[src/rtl/cpu_pkg.sv]
// Shared constants for the 5-stage core: opcodes, instruction field positions and the NOP word.
package cpu_pkg;

    localparam int unsigned INSTR_W = 32;
    localparam int unsigned REG_W   = 5;
    localparam int unsigned OP_W    = 6;

    localparam int unsigned OP_MSB = 31;
    localparam int unsigned OP_LSB = 26;
    localparam int unsigned RS_MSB = 25;
    localparam int unsigned RS_LSB = 21;
    localparam int unsigned RT_MSB = 20;
    localparam int unsigned RT_LSB = 16;

    localparam logic [OP_W-1:0] OP_RTYPE = 6'h00;
    localparam logic [OP_W-1:0] OP_BEQ   = 6'h04;
    localparam logic [OP_W-1:0] OP_SW    = 6'h2B;
    localparam logic [OP_W-1:0] OP_LW    = 6'h23;

    localparam logic [INSTR_W-1:0] NOP_WORD = 32'h0000_0000;

    // Instructions that read rt as a source operand in ID.
    function automatic logic op_uses_rt(input logic [OP_W-1:0] op);
        return (op == OP_RTYPE) || (op == OP_BEQ) || (op == OP_SW);
    endfunction

endpackage

[src/rtl/sat_counter.sv]
// Saturating up-counter with synchronous reset; holds at all-ones instead of wrapping.
module sat_counter #(
    parameter int unsigned W = 16
) (
    input  logic         clk_i,
    input  logic         rst_i,
    input  logic         inc_i,
    output logic [W-1:0] cnt_o
);

    localparam logic [W-1:0] CNT_MAX = '1;

    always_ff @(posedge clk_i) begin
        if (rst_i) begin
            cnt_o <= '0;
        end else if (inc_i && (cnt_o != CNT_MAX)) begin
            cnt_o <= cnt_o + W'(1);
        end
    end

endmodule

[src/rtl/if_id_hazard.sv]
// IF/ID pipeline register with load-use hazard detection, branch/jump flush
// and saturating stall/flush performance counters.
module if_id_hazard
    import cpu_pkg::*;
#(
    parameter int unsigned CNT_W     = 16,
    parameter logic [31:0] NOP_INSTR = 32'h0000_0000
) (
    input  logic             clk_i,
    input  logic             rst_i,
    input  logic [31:0]      instr_i,
    input  logic [31:0]      pc_i,
    input  logic             flush_i,
    input  logic             ex_memread_i,
    input  logic [4:0]       ex_rt_i,
    output logic [31:0]      instr_o,
    output logic [31:0]      pc_o,
    output logic             valid_o,
    output logic             pc_write_o,
    output logic             ctrl_zero_o,
    output logic [CNT_W-1:0] stall_cnt_o,
    output logic [CNT_W-1:0] flush_cnt_o
);

    logic [INSTR_W-1:0] instr_q;
    logic [31:0]        pc_q;
    logic               valid_q;

    logic [OP_W-1:0]  op;
    logic [REG_W-1:0] rs;
    logic [REG_W-1:0] rt;
    logic             uses_rt;
    logic             hazard;
    logic             stall_inc;
    logic             flush_inc;

    // Load-use compare against the instruction sitting in ID; r0 never stalls.
    always_comb begin
        op      = instr_q[OP_MSB:OP_LSB];
        rs      = instr_q[RS_MSB:RS_LSB];
        rt      = instr_q[RT_MSB:RT_LSB];
        uses_rt = op_uses_rt(op);
        hazard  = valid_q && ex_memread_i && (ex_rt_i != 5'd0) &&
                  ((ex_rt_i == rs) || (uses_rt && (ex_rt_i == rt)));
    end

    assign pc_write_o  = !hazard;
    assign ctrl_zero_o = hazard || !valid_q;

    // A stall wins over flush: the branch in ID must re-resolve with fresh operands.
    always_ff @(posedge clk_i) begin
        if (rst_i) begin
            instr_q <= NOP_INSTR;
            pc_q    <= '0;
            valid_q <= 1'b0;
        end else if (hazard) begin
            instr_q <= instr_q;
            pc_q    <= pc_q;
            valid_q <= valid_q;
        end else if (flush_i) begin
            instr_q <= NOP_INSTR;
            pc_q    <= pc_i;
            valid_q <= 1'b0;
        end else begin
            instr_q <= instr_i;
            pc_q    <= pc_i;
            valid_q <= 1'b1;
        end
    end

    assign instr_o = instr_q;
    assign pc_o    = pc_q;
    assign valid_o = valid_q;

    assign stall_inc = hazard;
    assign flush_inc = flush_i && !hazard;

    sat_counter #(.W(CNT_W)) u_stall_cnt (
        .clk_i (clk_i),
        .rst_i (rst_i),
        .inc_i (stall_inc),
        .cnt_o (stall_cnt_o)
    );

    sat_counter #(.W(CNT_W)) u_flush_cnt (
        .clk_i (clk_i),
        .rst_i (rst_i),
        .inc_i (flush_inc),
        .cnt_o (flush_cnt_o)
    );

endmodule

[config.mk]
export PLATFORM = sky130hd
export DESIGN_NAME = if_id_hazard
export DESIGN_NICKNAME = d
export VERILOG_FILES = /design/src/rtl/cpu_pkg.sv /design/src/rtl/sat_counter.sv /design/src/rtl/if_id_hazard.sv
export SDC_FILE = /design/constraint.sdc
export NUM_CORES = 1
export LEC_CHECK = 0
export BUFFER_PORTS_ARGS = -buffer_cell sky130_fd_sc_hd__buf_2
export CORE_UTILIZATION = 30
export DETAILED_ROUTE_END_ITERATION = 6
export HOLD_SLACK_MARGIN = 0.05
export SETUP_SLACK_MARGIN = 0.5
export SKIP_CTS_REPAIR_TIMING = 1
export SLEW_MARGIN = 40
export SYNTH_ARGS = -nofsm -noshare
export SYNTH_HDL_FRONTEND = slang
export SYNTH_SLANG_ARGS = --single-unit
[constraint.sdc]
create_clock -name clk_i -period 2.8 [get_ports clk_i]
set_clock_uncertainty 0.05 [all_clocks]
set_input_delay 0.56 -clock clk_i [delete_from_list [all_inputs] [get_ports clk_i]]
set_output_delay 0.56 -clock clk_i [all_outputs]
set_load 0.02 [all_outputs]
==> flow_summary.toml <==
[floorplan]
die_h_um = 121
io_pins = 172
dieArea_um2 = 14800
core_region_area_um2 = 13900
die_w_um = 121
start_util = 0.309
rows = 43

[cts]
cts_sinks = 97
cts_root_buf = "clkbuf_16"
clockBufferDepth = 2
insertion_delay_ns = 0.34
clkTransAtPathRegs_ns = 0.07
cts_buffers = 9
tritoncts = "yes"
htreeDepth = 3

[flow_run]
maxCapViolCount = 0

[outcome]
status = "complete, no violations"

[finish]
finalNetCount = 752
fillers = 1430
multi_input_area_um2 = 2250
regArea_um2 = 1950
drive_above_1_share = 0.362
area_growth_pct = 36.0
antennaDiodeCount = 0
final_cells = 862

[global_route]
grt_pass1_vias = 3861
grt_max_degree = 53
grt_use_total = 0.167
antenna_found_initial = 0
grt_pass1_wl_um = 19500
overflow = 0

[synth]
synth-edff-count = 0
synth_area_um2 = 4280
netlist-cell-type-count = 48
yosysWarnings = 0
syn_inst = 504
async_reset_ff_frac = 0
yosys_register_bits = 97
avgSynthCellArea_um2 = 8.50
syn-num-nets = 579
ys_seq_area_frac = 0.453
synth_ff_type = "dfxtp_1"

[setup_path]
critPathMaxFanout = 7
path_buf_inv = 3
worstPathArrival_ns = 1.90
critPathLaunchType = "primary input"
crit_path_max_incr_delay_ns = 0.39
end_kind = "output port"
cp.required_ns = 2.19
cp_cell_sequence = "buf_8 -> or3_4 -> o311a_4 -> nand4_4 -> nand2_8 -> clkinv_8 -> nand2_4 -> buf_6"
critPathTopFamily = "simple AND/OR/NAND/NOR gates"
crit_type = "primary input to output port"
slowest_stage = "o311a_4"
rr_startpoint = "instr_o[31]"
crit_start = "ex_rt_i[2]"

[place]
pre_cts_ws_ns = 0.111
dp.cells = 836
place.gp.congestion = 0.779
dp_hpwl_um = 8930
port_buffers = 171

[routing]
wl_um = 12400
drc = 0
drtPass1Iterations = 4
routed_via_density = 4.87
ant_nets = 0
vias = 4201
wire_per_inst_um = 14.4
drtIter0Drc = 206

[timing]
rsz0062_at_grt = "yes"
post-route-min-period_ns = 2.51
setup_ws_ns = 0.286
maxSlewViolCount = 0
worst_pin_slew_ns = 0.544
clock.fmax_mhz = 398
timing.hold.ws_ns = 0.401
hold_viol = 0
tns_ns = 0
finalCritPeriodShare = 0.898
max_slew_margin = 0.637
setup_viol = 0

[power_and_ir_drop]
irDropWorstVdd_mv = 0.287
cellLeakagePower_nw = 2.52
powerDensity_nw_per_um2 = 506
total_power_w = 0.00295

[min_path]
holdCritPathClass = "register to register"
hold_path.startpoint = "instr_o[12]"
## layout make-up
cell class / instances / area share
clock buffers: 12 / 0.0440
clock inverters: 4 / 0.00473
inverters: 7 / 0.00666
multi-input cells: 368 / 0.387
flip-flops and latches: 97 / 0.334
well taps: 180 / 0.0387
repair buffers: 194 / 0.185
## cells in the mapped netlist, types with 2 or more instances
library cell  count  area (um2)
mux2_2            6        67.6
inv_1             6        22.5
or2_2             2        12.5
dfxtp_1          97        1940
xnor2_1          14         123
nor2b_1           7        43.8
a211oi_2          2        25.0
o31ai_1           2        15.0
a211oi_1          4        30.0
nand2_1         108         405
a2111oi_4         4         110
xor2_1           10        87.6
nand4_4           2        42.5
or3_1             4        25.0
nand3_1          40         200
nand2b_1          6        37.5
nor4_4            2        42.5
nand4_1          11        68.8
buf_6             2        22.5
ha_1              2        25.0
or4_1             4        30.0
a21oi_1          73         365
nor2_1           30         113
o21ai_0           4        20.0
and2_1            3        18.8
clkbuf_1         14        52.6
buf_2            15        75.1
nor4_1            4        25.0
a41oi_1           2        17.5
nor3_1            6        30.0
## logic make-up (layout without fill, tap and decap cells)
kind of cell,count (synthesis),after routing,synth area share
xor gates and xnor gates,24,24,0.0491
muxes,8,8,0.0216
AOI/OAI and AO/OA,98,98,0.155
buffers and inverters,39,217,0.0432
adders and majority gates,2,2,0.00584
DFF,97,97,0.453
and+or+nand+nor,236,236,0.271
## worst paths after layout
check / to / slack, ns / cells after the start
hold / removal: instr_o[12] / 0.40 / 2
hold reg to reg: instr_o[12] / 0.40 / 2
setup reg to reg: u_stall_cnt.cnt_o[5] / 0.59 / 8
setup / recovery: ctrl_zero_o / 0.29 / 8
## where the power goes
| group | total [W] | switching [W] | internal [W] |
|---|---|---|---|
| Clock | 0.00118 | 0.000530 | 0.000650 |
| Sequential | 0.00146 | 0.0000315 | 0.00143 |
| Combinational | 0.000308 | 0.000184 | 0.000124 |
| Total | 0.00295 | 0.000746 | 0.00220 |
## routing by layer
layer | global-route usage | up-vias | share of wire
met4 | 0.0648 | 0 | 0.018
met2 | 0.272 | 131 | 0.48
met5 | 0 | - | 0
li1 | - | 2086 | -
met1 | 0.213 | 1969 | 0.45
met3 | 0.0362 | 15 | 0.058
## worst reg2reg max path: stages (launching register included)
cell and delay [ns]:
dfxtp_2 0.34, or4_4 0.55, o21ai_4 0.09, nand4_4 0.14, buf_4 0.18, buf_12 0.15, a2111oi_4 0.39, xnor2_1 0.16
nor2_1 0.05
## sequential cells by signal (all words and copies together) (netlist names)
| register | cells |
|---|---|
| instr_o | 32 |
| pc_o | 32 |
| u_flush_cnt.cnt_o | 16 |
| u_stall_cnt.cnt_o | 16 |
| valid_o | 1 |
## stage by stage
step | utilization | cell area, um2
after floorplan | - | 4300
after global placement | 0.383 | 5320
after detailed placement | 0.383 | 5320
after CTS | 0.403 | 5600
after global routing | 0.420 | 5820
final | 0.420 | 5820
## placed cells by master (no fill, tap or decap), types with 2 or more instances in the layout
master,n
a2111oi_4,6
nor3_1,5
o21ai_0,4
a211oi_1,4
o31ai_1,2
or3_1,3
xnor2_1,14
clkinvlp_4,3
or3_4,2
clkbuf_16,9
or2_2,2
or4_1,3
nand4_4,2
nor4_4,2
nor4_1,4
a211oi_2,2
buf_8,2
nand2_1,107
and2_1,3
buf_4,21
buf_2,167
nor2b_1,7
nand3_1,39
buf_6,3
nor2_1,29
dfxtp_2,3
nand2b_1,6
inv_1,6
a21oi_1,71
dfxtp_1,94
a41oi_1,2
nand4_1,11
mux2_2,6
clkbuf_8,2
xor2_1,10
ha_1,2
Note: power is estimated with default switching activity, not from simulation.
